==> config.mk <==
export PLATFORM = sky130hd
export DESIGN_NAME = led_display_row_driver_flat
export DESIGN_NICKNAME = d
export VERILOG_FILES = /design/src/rtl/led_display_row_driver_if.sv /design/src/rtl/led_display_row_driver.sv /design/src/flat_wrapper.sv
export SDC_FILE = /design/constraint.sdc
export NUM_CORES = 1
export LEC_CHECK = 0
export BUFFER_PORTS_ARGS = -buffer_cell sky130_fd_sc_hd__buf_2
export CAP_MARGIN = 15
export CELL_PAD_IN_SITES_DETAIL_PLACEMENT = 2
export CELL_PAD_IN_SITES_GLOBAL_PLACEMENT = 2
export CORE_UTILIZATION = 35
export CTS_CLUSTER_SIZE = 20
export DETAILED_ROUTE_END_ITERATION = 10
export PLACE_DENSITY = 0.82
export SLEW_MARGIN = 20
export SYNTH_ARGS = -nofsm -noshare
export SYNTH_HDL_FRONTEND = slang
export SYNTH_SLANG_ARGS = --single-unit
==> constraint.sdc <==
create_clock -name clk_in -period 13.9 [get_ports clk_in]
set_input_delay 1.39 -clock clk_in [delete_from_list [all_inputs] [get_ports clk_in]]
set_output_delay 1.39 -clock clk_in [all_outputs]
set_load 0.02 [all_outputs]
==> src/rtl/led_display_row_driver_if.sv <==
// Row-stream types and the valid/ready interface between the pattern generator and the LED row driver.
// The top/bottom half-row colour vectors are indexed by column.
package led_display_row_driver_pkg;
    localparam int unsigned GL_NUM_COL_PIXELS = 32;
    localparam int unsigned GL_ROW_ADDR_W     = 4;

    typedef struct packed {
        logic [GL_NUM_COL_PIXELS-1:0] blue;
        logic [GL_NUM_COL_PIXELS-1:0] green;
        logic [GL_NUM_COL_PIXELS-1:0] red;
    } rgb_half_t;

    typedef struct packed {
        rgb_half_t top;
        rgb_half_t bot;
    } rgb_row_t;

    localparam int unsigned GL_RGB_ROW_W = $bits(rgb_row_t);
endpackage

interface led_display_row_driver_if;
    import led_display_row_driver_pkg::*;

    rgb_row_t                 row_in;
    logic                     row_valid_in;
    logic                     row_ready_out;
    logic [GL_ROW_ADDR_W-1:0] row_address_in;

    modport master (output row_in, output row_valid_in, output row_address_in, input row_ready_out);
    modport slave  (input row_in, input row_valid_in, input row_address_in, output row_ready_out);
endinterface

==> src/rtl/led_display_row_driver.sv <==
// HUB75 row driver: shifts a new row while the previous one stays lit, then blanks, latches and unblanks.
// Optional feature macro: LED_ROW_DRIVER_UNDERRUN_EN adds underrun_count_out.
module led_display_row_driver
    import led_display_row_driver_pkg::*;
#(
    parameter int unsigned CLK_DIV            = 2,
    parameter int unsigned DISPLAY_MIN_CYCLES = 256,
    parameter int unsigned BLANK_CYCLES       = 2
) (
    input  logic                     clk_in,
    input  logic                     reset_in,
    led_display_row_driver_if.slave  row_if,
    output logic                     hub_clk_out,
    output logic                     hub_lat_out,
    output logic                     hub_oe_n_out,
    output logic [3:0]               hub_addr_out,
    output logic [2:0]               hub_rgb_top_out,
    output logic [2:0]               hub_rgb_bot_out
`ifdef LED_ROW_DRIVER_UNDERRUN_EN
    ,
    output logic [15:0]              underrun_count_out
`endif
);
    localparam int unsigned N      = GL_NUM_COL_PIXELS;
    localparam int unsigned PH_W   = $clog2(2 * CLK_DIV);
    localparam int unsigned PIX_W  = (N > 1) ? $clog2(N) : 1;
    localparam int unsigned BL_W   = $clog2(BLANK_CYCLES + 1);
    localparam int unsigned DISP_W = $clog2(DISPLAY_MIN_CYCLES + 1);

    typedef enum logic [2:0] {ST_IDLE, ST_SHIFT, ST_WAIT, ST_BLANK, ST_LATCH} state_t;

    state_t              state_q, state_d;
    rgb_row_t            shreg_q, shreg_d;
    logic [3:0]          pend_addr_q, pend_addr_d;
    logic [PH_W-1:0]     phase_q, phase_d;
    logic [PIX_W-1:0]    pix_q, pix_d;
    logic [BL_W-1:0]     blank_q, blank_d;
    logic [DISP_W-1:0]   disp_q, disp_d;
    logic                lit_q, lit_d;
    logic                ready_q, ready_d;
    logic                hub_clk_q, hub_clk_d;
    logic                lat_q, lat_d;
    logic                oe_n_q, oe_n_d;
    logic [3:0]          addr_q, addr_d;
    logic [2:0]          top_q, top_d;
    logic [2:0]          bot_q, bot_d;
    logic                handshake_c;
    logic                last_tick_c;
    logic                disp_ok_c;

    assign handshake_c = row_if.row_valid_in && ready_q;
    assign last_tick_c = (pix_q == PIX_W'(N - 1)) && (phase_q == PH_W'(2 * CLK_DIV - 1));
    assign disp_ok_c   = (disp_q >= DISP_W'(DISPLAY_MIN_CYCLES));

    always_comb begin
        state_d     = state_q;
        shreg_d     = shreg_q;
        pend_addr_d = pend_addr_q;
        phase_d     = phase_q;
        pix_d       = pix_q;
        blank_d     = blank_q;
        disp_d      = disp_q;
        lit_d       = lit_q;
        hub_clk_d   = hub_clk_q;
        addr_d      = addr_q;
        top_d       = top_q;
        bot_d       = bot_q;

        unique case (state_q)
            ST_IDLE: begin
                if (handshake_c) begin
                    shreg_d     = row_if.row_in;
                    pend_addr_d = row_if.row_address_in;
                    phase_d     = '0;
                    pix_d       = '0;
                    state_d     = ST_SHIFT;
                end
            end
            ST_SHIFT: begin
                // Column N-1 leaves first: present the MSB of each colour vector, then shift left.
                if (phase_q == '0) begin
                    top_d           = {shreg_q.top.blue[N-1], shreg_q.top.green[N-1], shreg_q.top.red[N-1]};
                    bot_d           = {shreg_q.bot.blue[N-1], shreg_q.bot.green[N-1], shreg_q.bot.red[N-1]};
                    shreg_d.top.blue  = shreg_q.top.blue  << 1;
                    shreg_d.top.green = shreg_q.top.green << 1;
                    shreg_d.top.red   = shreg_q.top.red   << 1;
                    shreg_d.bot.blue  = shreg_q.bot.blue  << 1;
                    shreg_d.bot.green = shreg_q.bot.green << 1;
                    shreg_d.bot.red   = shreg_q.bot.red   << 1;
                    hub_clk_d       = 1'b0;
                end
                if (phase_q == PH_W'(CLK_DIV)) begin
                    hub_clk_d = 1'b1;
                end
                if (phase_q == PH_W'(2 * CLK_DIV - 1)) begin
                    phase_d = '0;
                    pix_d   = last_tick_c ? '0 : pix_q + PIX_W'(1);
                end else begin
                    phase_d = phase_q + PH_W'(1);
                end
                if (last_tick_c) begin
                    state_d = ST_WAIT;
                end
            end
            ST_WAIT: begin
                hub_clk_d = 1'b0;
                if (disp_ok_c) begin
                    blank_d = '0;
                    state_d = ST_BLANK;
                end
            end
            ST_BLANK: begin
                if (blank_q == BL_W'(BLANK_CYCLES - 1)) begin
                    state_d = ST_LATCH;
                end else begin
                    blank_d = blank_q + BL_W'(1);
                end
            end
            ST_LATCH: begin
                lit_d   = 1'b1;
                state_d = ST_IDLE;
            end
            default: state_d = ST_IDLE;
        endcase

        // Display time accumulates only while a row is actually lit.
        if (state_q == ST_LATCH) begin
            disp_d = '0;
        end else if (!oe_n_q && !disp_ok_c) begin
            disp_d = disp_q + DISP_W'(1);
        end

        ready_d = (state_d == ST_IDLE);
        lat_d   = (state_d == ST_LATCH);
        oe_n_d  = !(lit_d && (state_d != ST_BLANK) && (state_d != ST_LATCH));
        if (state_d == ST_LATCH) begin
            addr_d = pend_addr_q;
        end
    end

    always_ff @(posedge clk_in or posedge reset_in) begin
        if (reset_in) begin
            state_q     <= ST_IDLE;
            shreg_q     <= '0;
            pend_addr_q <= '0;
            phase_q     <= '0;
            pix_q       <= '0;
            blank_q     <= '0;
            disp_q      <= DISP_W'(DISPLAY_MIN_CYCLES);
            lit_q       <= 1'b0;
            ready_q     <= 1'b0;
            hub_clk_q   <= 1'b0;
            lat_q       <= 1'b0;
            oe_n_q      <= 1'b1;
            addr_q      <= '0;
            top_q       <= '0;
            bot_q       <= '0;
        end else begin
            state_q     <= state_d;
            shreg_q     <= shreg_d;
            pend_addr_q <= pend_addr_d;
            phase_q     <= phase_d;
            pix_q       <= pix_d;
            blank_q     <= blank_d;
            disp_q      <= disp_d;
            lit_q       <= lit_d;
            ready_q     <= ready_d;
            hub_clk_q   <= hub_clk_d;
            lat_q       <= lat_d;
            oe_n_q      <= oe_n_d;
            addr_q      <= addr_d;
            top_q       <= top_d;
            bot_q       <= bot_d;
        end
    end

    assign row_if.row_ready_out = ready_q;
    assign hub_clk_out          = hub_clk_q;
    assign hub_lat_out          = lat_q;
    assign hub_oe_n_out         = oe_n_q;
    assign hub_addr_out         = addr_q;
    assign hub_rgb_top_out      = top_q;
    assign hub_rgb_bot_out      = bot_q;

`ifdef LED_ROW_DRIVER_UNDERRUN_EN
    // Counts idle clocks where the panel could take a new row but none is offered.
    logic [15:0] underrun_q, underrun_d;

    always_comb begin
        underrun_d = underrun_q;
        if ((state_q == ST_IDLE) && disp_ok_c && !row_if.row_valid_in && (underrun_q != 16'hFFFF)) begin
            underrun_d = underrun_q + 16'd1;
        end
    end

    always_ff @(posedge clk_in or posedge reset_in) begin
        if (reset_in) begin
            underrun_q <= '0;
        end else begin
            underrun_q <= underrun_d;
        end
    end

    assign underrun_count_out = underrun_q;
`endif
endmodule

==> src/flat_wrapper.sv <==
// flat-port wrapper written by rule: the top's interface ports become plain ports
module led_display_row_driver_flat import led_display_row_driver_pkg::*;
#(
    parameter int unsigned CLK_DIV            = 2,
    parameter int unsigned DISPLAY_MIN_CYCLES = 256,
    parameter int unsigned BLANK_CYCLES       = 2
)
  (clk_in, reset_in, hub_clk_out, hub_lat_out, hub_oe_n_out, hub_addr_out, hub_rgb_top_out, hub_rgb_bot_out, row_if_row_in, row_if_row_valid_in, row_if_row_address_in, row_if_row_ready_out);
  led_display_row_driver_if row_if_i ();
  input  logic clk_in;
  input  logic reset_in;
  output logic hub_clk_out;
  output logic hub_lat_out;
  output logic hub_oe_n_out;
  output logic [3:0] hub_addr_out;
  output logic [2:0] hub_rgb_top_out;
  output logic [2:0] hub_rgb_bot_out;
  input wire logic [$bits(row_if_i.row_in)-1:0] row_if_row_in;
  input wire logic [$bits(row_if_i.row_valid_in)-1:0] row_if_row_valid_in;
  input wire logic [$bits(row_if_i.row_address_in)-1:0] row_if_row_address_in;
  output wire logic [$bits(row_if_i.row_ready_out)-1:0] row_if_row_ready_out;
  assign row_if_i.row_in = row_if_row_in;
  assign row_if_i.row_valid_in = row_if_row_valid_in;
  assign row_if_i.row_address_in = row_if_row_address_in;
  assign row_if_row_ready_out = row_if_i.row_ready_out;
  led_display_row_driver #(.CLK_DIV(CLK_DIV), .DISPLAY_MIN_CYCLES(DISPLAY_MIN_CYCLES), .BLANK_CYCLES(BLANK_CYCLES)) u_core (.clk_in(clk_in), .reset_in(reset_in), .row_if(row_if_i), .hub_clk_out(hub_clk_out), .hub_lat_out(hub_lat_out), .hub_oe_n_out(hub_oe_n_out), .hub_addr_out(hub_addr_out), .hub_rgb_top_out(hub_rgb_top_out), .hub_rgb_bot_out(hub_rgb_bot_out));
endmodule
; Word-level counts from Yosys, hierarchy flattened
; Index checks and enable logic that the tools add are counted.
[classes]
n_div = 0
reduce_logical = 22
shifts = 0
addsub = 4
n_mul = 0
eq_ne = 17
mux = 24
n_lt_le_gt_ge = 1
n_bitwise = 0
[ops]
columns = cell, n
row1 = $mux 192, 2
row2 = $pmux 192 s2, 1
row3 = $mux 9, 2
row4 = $mux 5, 3
row5 = $mux 3, 4
row6 = $pmux 3 s4, 1
row7 = $pmux 5 s2, 1
row8 = $add 9x1->9 const B, 1
row9 = $ge 9x9->1 const B, 1
row10 = $reduce_and 3->1, 3
row11 = $mux 2, 4
row12 = $ne 2x1->1 const B, 4
row13 = $pmux 2 s2, 2
row14 = $reduce_and 2->1, 4
row15 = $reduce_bool 2->1, 4
row16 = $eq 3x2->1 const B, 2
row17 = $eq 3x3->1 const B, 2
row18 = $logic_not 3->1, 2
row19 = $add 5x1->5 const B, 1
row20 = $eq 5x5->1 const B, 1
row21 = $logic_and 1x1->1, 5
row22 = $add 2x1->2 const B, 2
row23 = $eq 2x2->1 const B, 2
row24 = $eq 3x1->1 const B, 1
row25 = 9 further kinds, 13
[word_totals]
n_memories = 0
word_cells = 88
ramBits = 0
latch_bits = 0
inputBits = 199
ff_bits = 232
mem_bits_ro = 0
output_inout_bits = 14

; Depth between registers and ports, before layout
; Gate-level depths: netlist of run 1.
[logic_depth]
depth_word = 8
ltp_mapped = 8
ltp_nobuf = 7

; Worst setup path after synthesis of run 1
; No wires, ideal clock.
[synth_timing]
kind = in2reg
start = in row_if_row_valid_in
end = reg u_core.pend_addr_q[0]
path_stages = 4
setup_slack_ps = 11515
arrival_ps = 2260
setup_ps = 125
path_buffers = 1
required_time_ps = 13775
cell_sequence = nand2_1 -> nor4_2 -> buf_2 -> mux2_2
[synth_between]
elab_chain_len = 2
[synth_rtl]
columns = element, line
row1 = "start, declared", flat_wrapper.sv:19  ; input wire logic [$bits(row_if_i.row_valid_in)-1:0] row_if_row_valid_in;
row2 = $logic_and 1x1->1, led_display_row_driver.sv:51  ; assign handshake_c = row_if.row_valid_in && ready_q;
row3 = $reduce_and 2->1 (no source line), --
row4 = "end signal, assigned", led_display_row_driver.sv:161  ; pend_addr_q <= pend_addr_d;
row5 = "end, declared", led_display_row_driver.sv:34  ; logic [3:0] pend_addr_q, pend_addr_d;
; No other way between the ends.
; A chain may end at the register's enable or synchronous reset.

; Worst setup path in the final report of run 1
[layout_timing]
start = reg u_core.state_q[0]
end = reg u_core.shreg_q[93] (netlist name)
[layout_between]
elab_chain_len = 3
elab_cells_between_ends = 7
classes_between = eq/ne: 3 / mux: 1 / reduce/logical: 3
[layout_rtl]
columns = element, line
row1 = "start, declared", led_display_row_driver.sv:32  ; state_t state_q, state_d;
row2 = "start signal, assigned", led_display_row_driver.sv:159  ; state_q <= state_d;
row3 = $eq 3x1->1 or $logic_not 3->1 (tied branches), led_display_row_driver.sv:69  ; unique case (state_q)
row4 = $ne 2x1->1 (no source line) or $reduce_bool 2->1 (tied branches), --
row5 = $reduce_and 3->1 (no source line), --
row6 = "end signal, assigned", led_display_row_driver.sv:160  ; shreg_q <= shreg_d;
row7 = "end, declared", led_display_row_driver.sv:33  ; rgb_row_t shreg_q, shreg_d;
; Several ways; a longest one is shown, not always the timed one.

==> impl_metrics.tcl, run 1 <==
set metrics [dict create \
    p_leak_nw 5.93 \
    vias_per_cell 5.18 \
    synth.area.top_cells "dfrtp_1 (55%), nand2_1 (14%), a31oi_1 (11%)" \
    cts_root_buf "clkbuf_16" \
    synth_nets 1404 \
    max_slew_margin 0.340 \
    synth_top_area_share 0.551 \
    gp_congestion 0.718 \
    drc 0 \
    drive_gt1_frac 0.212 \
    cts_tree "done" \
    ys_ff_latch 232 \
    clk_latency_ps 540 \
    drt_wl_total_um 31400 \
    outcome "completed" \
    crit_required_ps 14330 \
    cellPowerDensity_nw_per_um2 229 \
    yosys-top-cells-count "nand2_1 (389), dfrtp_1 (230), nor2_1 (202)" \
    first_iter_violations 488 \
    yosysMostFrequentCell "nand2_1" \
    drt_pass1_iterations 4 \
    cts_htree_levels 1 \
    tightest_slew_ps 982 \
    hold_class "reg -> reg" \
    die_area_sq_um 30500 \
    finalSetupViolCount 0 \
    core_region_area_sq_um 29000 \
    crit_chain "nand2_1, a21boi_4, buf_4, buf_4, nor2_1, a31oi_1" \
    synth_edf_count 0 \
    max_clock_freq_mhz 295 \
    end_kind "register" \
    critPathKind "reg -> reg" \
    crit_top_cell "buf_4" \
    seq_area_sq_um 5810 \
    port_buffers 212 \
    fp-row-count 62 \
    preCtsSetupSlack_ps 10080 \
    post_cts_buffers 0 \
    finalNetCount 1564 \
    skew_ps 20.7 \
    hold_viol_final 0 \
    yosysWarnings 0 \
    nFillCells 3253 \
    cts_made_buffers 27 \
    critPathLaunchType "register" \
    min_period_ps 3380 \
    drtAntennaViolNets 0 \
    ir_worst_vdd_mv 0.0875 \
    grt_antenna_before_repair 2 \
    grt_setup_unrepaired "no" \
    track_usage 0.209 \
    syn_to_final_growth_pct 21.0 \
    async_flop_share 1.00 \
    maxSlewViolCount 0 \
    grt_pass1_wl_um 51900 \
    dp_hpwl_um 19700 \
    timing.final.crit_share 0.243 \
    ys_seq_area_frac 0.556 \
    multiInputGateArea_sq_um 4180 \
    vias 9144 \
    synth_area_per_cell_sq_um 8.73 \
    crit_fanout 97 \
    die_w_um 175 \
    synth_top_area_cell "dfrtp_1" \
    start_util 0.360 \
    die_h_um 175 \
    yosysUniqueCellTypes 46 \
    grt-ovfl-total 0 \
    worst_slack_ps 10520 \
    wl_per_cell_um 17.8 \
    tns_ps 0 \
    ctsLongestPathBuffers 3 \
    synthFlopType "dfrtp_1" \
    synth_area_sq_um 10400 \
    ioPinCount 213 \
    hold_buffers 0 \
    first_global_vias 10000 \
    grt_max_degree 191 \
    path_clk_slew_ps 60 \
    slowest_delay_ps 790 \
    syn_inst 1197 \
    cap_violations 0 \
    slowest_stage "dfrtp_1" \
    clock_sinks 232 \
    crit_arrival_ps 3820 \
    cts_resized 0 \
]
## logic make-up (layout without fill, tap and decap cells)
| logic type | count (synthesis) | count (layout) | share of synthesized area |
|---|---|---|---|
| AOI/OAI and AO/OA | 221 | 221 | 0.136 |
| xor gates and xnor gates | 6 | 6 | 0.00503 |
| adders and majority gates | 8 | 8 | 0.00958 |
| buffers and inverters | 98 | 279 | 0.0458 |
| DFF | 232 | 232 | 0.556 |
| muxes | 16 | 16 | 0.0170 |
| other | 0 | 2 | 0 |
| and+or+nand+nor | 616 | 616 | 0.230 |
## final timing paths
path	from	cells after the start	slack, ps	to
setup / recovery	u_core.state_q[0]	6	10520	u_core.shreg_q[93]
hold / removal	u_core.lit_q	1	460	u_core.hub_oe_n_out
setup reg to reg	u_core.state_q[0]	6	10520	u_core.shreg_q[93]
hold reg to reg	u_core.lit_q	1	460	u_core.hub_oe_n_out
max in group asynchronous	reset_in	3	11630	u_core.shreg_q[135]
min in group asynchronous	reset_in	2	960	u_core.shreg_q[91]
## layout by cell type, fill, tap and decap left out, drive strengths merged, types with 3 or more instances in the layout
| cell | instances |
|---|---|
| a31oi | 187 |
| o21ai | 8 |
| inv | 9 |
| ha | 8 |
| nor2 | 202 |
| mux2 | 14 |
| nand2 | 389 |
| buf | 221 |
| nor3 | 3 |
| a22o | 9 |
| a21oi | 4 |
| bufinv | 5 |
| xor2 | 3 |
| xnor2 | 3 |
| clkinv | 6 |
| dfrtp | 230 |
| clkbuf | 38 |
## registers in the layout, summed over array words and instances (netlist names)
| register | flops |
|---|---|
| u_core.lit_q | 1 |
| u_core.pend_addr_q | 4 |
| u_core.phase_q | 2 |
| u_core.row_if.row_ready_out | 1 |
| u_core.blank_q | 2 |
| u_core.hub_oe_n_out | 1 |
| u_core.hub_rgb_bot_out | 3 |
| u_core.hub_clk_out | 1 |
| u_core.state_q | 3 |
| u_core.pix_q | 5 |
| u_core.hub_lat_out | 1 |
| u_core.hub_rgb_top_out | 3 |
| u_core.hub_addr_out | 4 |
| u_core.shreg_q | 192 |
| u_core.disp_q | 9 |
## critical path, delay by kind of cell (launching register included)
kind / cells / cell delay [ps]
buffers and inverters: 2 / 1480
flip-flops: 1 / 790
AO/OA/AOI/OAI: 2 / 490
AND/OR/NAND/NOR: 2 / 430
## metrics by stage
| stage | power, mW | cells | util | hold slack [ps] | instance area, sq um |
|---|---|---|---|---|---|
| 2_1_floorplan | 1.87 | 1197 | - | 399 | 10400 |
| 3_3_place_gp | 2.04 | 1712 | 0.402 | 420 | 11600 |
| 3_5_place_dp | 2.13 | 1712 | 0.402 | 449 | 11600 |
| 4_1_cts | 2.94 | 1762 | 0.435 | 460 | 12600 |
| 5_1_grt | 3.13 | 1763 | 0.436 | 485 | 12600 |
| 6_report | 2.90 | 1764 | 0.436 | 458 | 12600 |
## metal layers
layer  vias to the layer above  global-route usage  routed length (um)
li1                       4332                   -                   -
met1                      4583               0.280               14100
met2                       184               0.358               15400
met3                        43              0.0246                1170
met4                         2              0.0554                 726
met5                         -                   0                  13
## cell type report
| cell class | instances | share of cell area |
|---|---|---|
| well taps | 384 | 0.0380 |
| flip-flops and latches | 232 | 0.460 |
| repair buffers | 221 | 0.0909 |
| diodes | 2 | 0.000396 |
| inverters | 8 | 0.00297 |
| clock inverters | 12 | 0.0149 |
| multi-input cells | 867 | 0.331 |
| clock buffers | 38 | 0.0623 |
## power by group
part	switching, mW	internal (mW)	total (mW)	leakage, nW
sequential	0.173	0.974	1.15	2.63
clock	0.294	0.486	0.780	0.486
combinational	0.619	0.351	0.969	2.82
total	1.09	1.81	2.90	5.93
Power figures use the tool's default switching activity.
==> run 2, diff against run 1 <==
ABC_AREA = 1   (was unset)
CORE_UTILIZATION = 32   (was 35)
PLACE_DENSITY = 0.78   (was 0.82)
clock period = 3.25 ns   (was 13.9 ns; I/O delays follow)
==> run 2 against run 1 <==
  * Sequential power rose to 2.5 times the previous value
  * Register-to-register slack worse by 9300 ps
  * Die area increased by 17%
  * Clock skew is 7.4 ps lower
  * Combinational power decreased by 79%
  * Hold slack got worse by 430 ps
  * Count of clock-buffer cells in the layout up 9
  * Critical path depth grew 1
  * Sequential share of layout area decreased by 2.6 points
  * Clock power rose to 3.8 times the previous value
  * First-iteration DRC count fell by 29%
  * Critical endpoint is now u_core.shreg_q[150]
  * Largest power group is now the clock network
==> impl_metrics.tcl, run 2 <==
set metrics [dict create \
    synth_nets 1661 \
    first_global_vias 10800 \
    ys_seq_area_frac 0.521 \
    p_leak_nw 6.96 \
    end_kind "register" \
    vias 9870 \
    slowest_stage "buf_12" \
    reg_top3 "u_core.shreg_q (192), u_core.disp_q (9), u_core.pix_q (5)" \
    largest_reg_flops 192 \
    yosysMostFrequentCell "nand2_1" \
    crit_top_cell "nand2_1" \
    clk_latency_ps 540 \
    worst_slack_ps 1250 \
    switchingPower_mw 1.31 \
    grt_pass1_wl_um 52300 \
    core_region_area_sq_um 33900 \
    crit_start "u_core.state_q[0]" \
    drive_gt1_frac 0.163 \
    synth_top_area_cell "dfrtp_1" \
    critPathLaunchType "register" \
    min_period_ps 2000 \
    rr_startpoint "u_core.state_q[0]" \
    slowest_delay_ps 550 \
    drc 0 \
    max_slew_margin 0.459 \
    p_int_mw 4.74 \
    ir_worst_vdd_mv 0.350 \
    largest-register "u_core.shreg_q" \
    ioPinCount 213 \
    final_common_cell "nand2_1" \
    worstHoldStart "row_if_row_in[96]" \
    synth_top_area_share 0.516 \
    power_frac_seq 0.478 \
    ys_ff_latch 232 \
    crit_required_ps 3700 \
    max_clock_freq_mhz 499 \
    synthFlopType "dfrtp_1" \
    sw_frac_of_total 0.216 \
    p_clk_frac 0.489 \
    preCtsSetupSlack_ps 1280 \
    cp_num_buf_inv 2 \
    fp-row-count 67 \
    grt_antenna_before_repair 7 \
    timing.final.crit_share 0.616 \
    start_util 0.329 \
    synth.area.top_cells "dfrtp_1 (52%), nand2_1 (15%), o21ai_0 (12%)" \
    outcome "completed" \
    yosys-top-cells-count "nand2_1 (443), o21ai_0 (259), dfrtp_1 (230)" \
    skew_ps 13.3 \
    cellPowerDensity_nw_per_um2 452 \
    crit_fanout 197 \
    tns_ps 0 \
    synth_area_sq_um 11100 \
    crit_arrival_ps 2460 \
    critPathTopFamily "buffers and inverters" \
    critPathKind "reg -> reg" \
    ctsLongestPathBuffers 3 \
    yosysWarnings 0 \
    fin_util 0.396 \
    grt_setup_unrepaired "no" \
    syn_inst 1454 \
    async_flop_share 1.00 \
    tightest_slew_ps 812 \
    port_buffers 212 \
    drt_pass1_iterations 4 \
    gp_congestion 0.746 \
    finalSetupViolCount 0 \
    maxSlewViolCount 0 \
    hold_viol_final 0 \
    die_h_um 189 \
    synth_edf_count 0 \
    die_area_sq_um 35600 \
    track_usage 0.177 \
    cts_resized 0 \
    cap_violations 0 \
    path_clk_slew_ps 60 \
    cts_htree_levels 1 \
    wl_per_cell_um 15.0 \
    grt_max_degree 205 \
    dp_hpwl_um 20900 \
    first_iter_violations 345 \
    die_w_um 189 \
    final_cell_mix "nand2_1 (443), o21ai_0 (259), dfrtp_1 (230), inv_1 (221), buf_2 (212)" \
    cts_made_buffers 28 \
    yosysUniqueCellTypes 23 \
    drt_wl_total_um 31400 \
    vias_per_cell 4.71 \
    drtAntennaViolNets 0 \
    syn_to_final_growth_pct 20.2 \
    post_cts_buffers 0 \
    cts_root_buf "clkbuf_16" \
    synth_area_per_cell_sq_um 7.67 \
    comb_power_share 0.033 \
    cts_tree "done" \
    grt-ovfl-total 0 \
    clock_sinks 232 \
    finalNetCount 1829 \
    hold_class "in -> reg" \
    crit_chain "inv_2, nand2_1, nand2_2, nor2_8, buf_12, nand2_1, o21ai_1" \
]
run 2: cell types whose count changed after synthesis, moves of 3 or more:
cell,previous run,this run
o21ai_0,7,259
inv_1,8,222
clkbuf_1,16,24
mux2_2,14,0
buf_2,64,55
a22o_1,9,0
nand3_1,2,22
xor2_1,3,0
buf_1,4,0
nor2_1,202,23
nand4_1,2,5
o21ai_1,1,140
nand2_1,389,443
a31oi_1,187,0
run 2: timing repair:
action	CTS	global route
hold endpoints to repair	26	0
setup endpoints to repair	0	0
hold buffers	1	0
run 2: worst register-to-register path, delay by kind of cell, from the launching register on:
kind            cells  cell delay [ps]
simple gates        4              660
compound gates      1              120
buf+inv             2              660
flops               1              500
run 2: worst paths after layout:
kind,to,slack [ps],cells past startpoint
hold reg to reg,u_core.lit_q,450,1
max in group asynchronous,u_core.shreg_q[128],1860,4
hold / removal,u_core.shreg_q[96],20,3
setup reg to reg,u_core.shreg_q[150],1250,7
min in group asynchronous,u_core.disp_q[3],470,3
setup / recovery,u_core.shreg_q[150],1250,7
run 2: power by group through the flow:
stage          Clock, mW  Combinational [mW]  Sequential (mW)
5_1_grt             3.17               0.224             2.89
6_report            2.96               0.200             2.89
2_1_floorplan          0              0.0430             2.94
4_1_cts             3.07               0.210             2.89
3_3_place_gp           0               0.207             2.94
3_5_place_dp           0               0.207             2.94
run 2: area by class of cell:
type                    instances  area (sq um)
repair buffers                222          1210
multi-input cells             914          4110
clock buffers                  47           813
clock inverters                 3          40.0
well taps                     448           561
inverters                     224           845
flip-flops and latches        232          5810
fillers                      3990         20500
diodes                          4          10.0
run 2: cells by family (layout without fill, tap and decap cells):
family,count (synthesis),count (layout),synth area share
flops,232,232,0.521
other cells,0,4,0
compound gates,401,401,0.180
xor+xnor,1,1,0.000786
fa+ha+maj,8,8,0.00898
simple gates,504,504,0.178
buf+inv,308,496,0.112
run 2: metal layers:
metal	GRT usage	vias to the layer above	routed length [um]	part of all wire
met4	0.0502	8	670	0.021
met5	0	-	57	0.0018
li1	-	4890	-	-
met3	0.0391	58	1550	0.050
met1	0.215	4765	13800	0.44
met2	0.314	149	15300	0.49
run 2: per-stage QoR:
| stage | std cells | hold WS [ps] | area (sq um) | power, mW |
|---|---|---|---|---|
| after global routing | 2091 | 27.5 | 13400 | 6.29 |
| after global placement | 2039 | 436 | 12500 | 3.15 |
| after detailed placement | 2039 | 439 | 12500 | 3.15 |
| final | 2094 | 24.8 | 13400 | 6.05 |
| after floorplan | 1454 | 426 | 11200 | 2.99 |
| after CTS | 2090 | 9.72 | 13400 | 6.17 |
==> run 3, diff against run 2 <==
clock period = 2 ns   (was 3.25 ns; I/O delays follow)
==> run 3 against run 2 <==
  * Design area up 5.6%
  * Largest power group is now sequential cells
  * Critical path depth down 1
  * Count of clock-buffer cells in the layout down 4
  * Register-to-register slack worse by 1000 ps
  * Global-route usage up 1.5 points
  * Highest routed layer unchanged
  * Wire length up 7.9%
==> impl_metrics.tcl, run 3 (synthesized netlist as in run 2, its figures left out) <==
set metrics [dict create \
    die_area_sq_um 35600 \
    grt_antenna_before_repair 4 \
    crit_fanout 157 \
    syn_to_final_growth_pct 27.0 \
    port_buffers 212 \
    hold_viol_final 0 \
    nFillCells 3938 \
    cts_resized 0 \
    largest_reg_flops 192 \
    post_cts_buffers 0 \
    timing.final.crit_share 0.897 \
    sw_frac_of_total 0.217 \
    critPathLaunchType "register" \
    ctsLongestPathBuffers 3 \
    vias 10200 \
    fp-row-count 67 \
    ir_worst_vdd_mv 0.571 \
    hold_ws_ps 8.86 \
    grt_max_degree 158 \
    drive_gt1_frac 0.169 \
    p_clk_frac 0.475 \
    reg_top3 "u_core.shreg_q (192), u_core.disp_q (9), u_core.pix_q (5)" \
    comb_power_share 0.044 \
    wl_per_cell_um 15.7 \
    crit_required_ps 2450 \
    skew_ps 5.39 \
    drt_wl_total_um 33800 \
    start_util 0.329 \
    tightest_slew_ps 674 \
    finalSetupViolCount 0 \
    first_global_vias 11500 \
    critPathKind "reg -> reg" \
    drc 0 \
    maxSlewViolCount 0 \
    cap_violations 0 \
    max_clock_freq_mhz 557 \
    path_clk_slew_ps 60 \
    largest-register "u_core.shreg_q" \
    die_h_um 189 \
    gp_congestion 0.749 \
    cellPowerDensity_nw_per_um2 691 \
    max_slew_margin 0.551 \
    cts_htree_levels 1 \
    cts_made_buffers 27 \
    clock_sinks 232 \
    cts_tree "done" \
    power_frac_seq 0.480 \
    clk_latency_ps 520 \
    regToRegSetupSlack_ps 210 \
    seq_area_sq_um 5810 \
    die_w_um 189 \
    grt_setup_unrepaired "no" \
    reg2reg_depth 6 \
    grt-ovfl-total 0 \
    final_common_cell "nand2_1" \
    drt_pass1_iterations 4 \
    holdPathStages 5 \
    crit_arrival_ps 2240 \
    p_int_mw 7.66 \
    finalPower_mw 9.78 \
    grt_pass1_wl_um 56500 \
    rr_startpoint "u_core.state_q[1]" \
    drtAntennaViolNets 0 \
    tns_ps 0 \
    ioPinCount 213 \
    multiInputGateArea_sq_um 4110 \
    track_usage 0.193 \
    finalNetCount 1900 \
    design_area_sq_um 14200 \
    placedInstanceArea_sq_um 12800 \
    vias_per_cell 4.73 \
    min_to "u_core.shreg_q[85]" \
    min_period_ps 1790 \
    first_iter_violations 396 \
    r2r-end "u_core.shreg_q[91]" \
    hold_class "in -> reg" \
    cts_root_buf "clkbuf_16" \
    p_leak_nw 7.31 \
    switchingPower_mw 2.12 \
    final_cell_mix "nand2_1 (443), o21ai_0 (259), dfrtp_1 (230), inv_1 (221), buf_2 (212)" \
    worstHoldStart "row_if_row_in[85]" \
    end_kind "register" \
    dp_hpwl_um 22600 \
    core_region_area_sq_um 33900 \
    outcome "completed" \
]
-- run 3: cell types whose count changed in the layout (fill, tap and decap cells not counted) --
| cell | change |
|---|---|
| buf_12 | +9 |
| dlygate4sd3_1 | +54 |
| clkbuf_1 | -7 |
| diode_2 | -3 |
| buf_4 | +9 |
| clkbuf_16 | -2 |
| bufinv_16 | -1 |
| clkbuf_8 | +5 |
| clkinv_2 | +2 |
-- run 3: how the worst max path moves through the flow --
stage	start	to	slack (ps)	cells past startpoint
2_1_floorplan	reset_in	u_core.blank_q[0]	-1230	1
3_3_place_gp	u_core.state_q[0]	u_core.shreg_q[55]	360	8
3_5_place_dp	u_core.state_q[0]	u_core.shreg_q[4]	240	8
4_1_cts	u_core.state_q[0]	u_core.shreg_q[4]	210	8
5_1_grt	u_core.pix_q[0]	u_core.row_if.row_ready_out	20	10
6_report	u_core.state_q[1]	u_core.shreg_q[91]	210	6
-- run 3: what timing repair did --
action                     CTS  global route
setup endpoints to repair    0             0
hold endpoints to repair    81             0
hold buffers                55             0
-- run 3: layout make-up --
class	instances	share of cell area
clock buffer	43	0.0569
multi-input combinational	914	0.290
timing repair buffer	294	0.141
antenna	1	0.000177
tap	448	0.0396
clock inverter	4	0.00141
inverter	224	0.0597
sequential	232	0.410
-- run 3: power by group through the flow --
stage	Combinational, mW	Sequential, mW	Clock [mW]
2_1_floorplan	0.0698	4.78	0
3_3_place_gp	0.358	4.78	0
3_5_place_dp	0.360	4.78	0
4_1_cts	0.446	4.69	4.83
5_1_grt	0.481	4.69	4.99
6_report	0.434	4.70	4.65
-- run 3: critical path: stages, from the launching register on --
cell and delay, ps:
dfrtp_1 420, nor2_4 230, nand2_8 110, buf_12 210
o21ai_0 390, nand2_1 90, o21ai_1 90
-- run 3: layer usage --
layer  vias to the layer above  GRT usage  wire length, um
met5                         -          0               41
met4                         6     0.0428              701
met2                       154      0.352            17000
met3                        44     0.0326             1350
li1                       5017          -                -
met1                      4990      0.235            14800
-- run 3: per-stage QoR --
stage	setup slack, ps	instances	utilization
finish	205	2160	0.418
global route	19.1	2160	0.418
detailed placement	243	2057	0.377
floorplan	-1230	1454	-
CTS	213	2159	0.418
global placement	355	2057	0.377
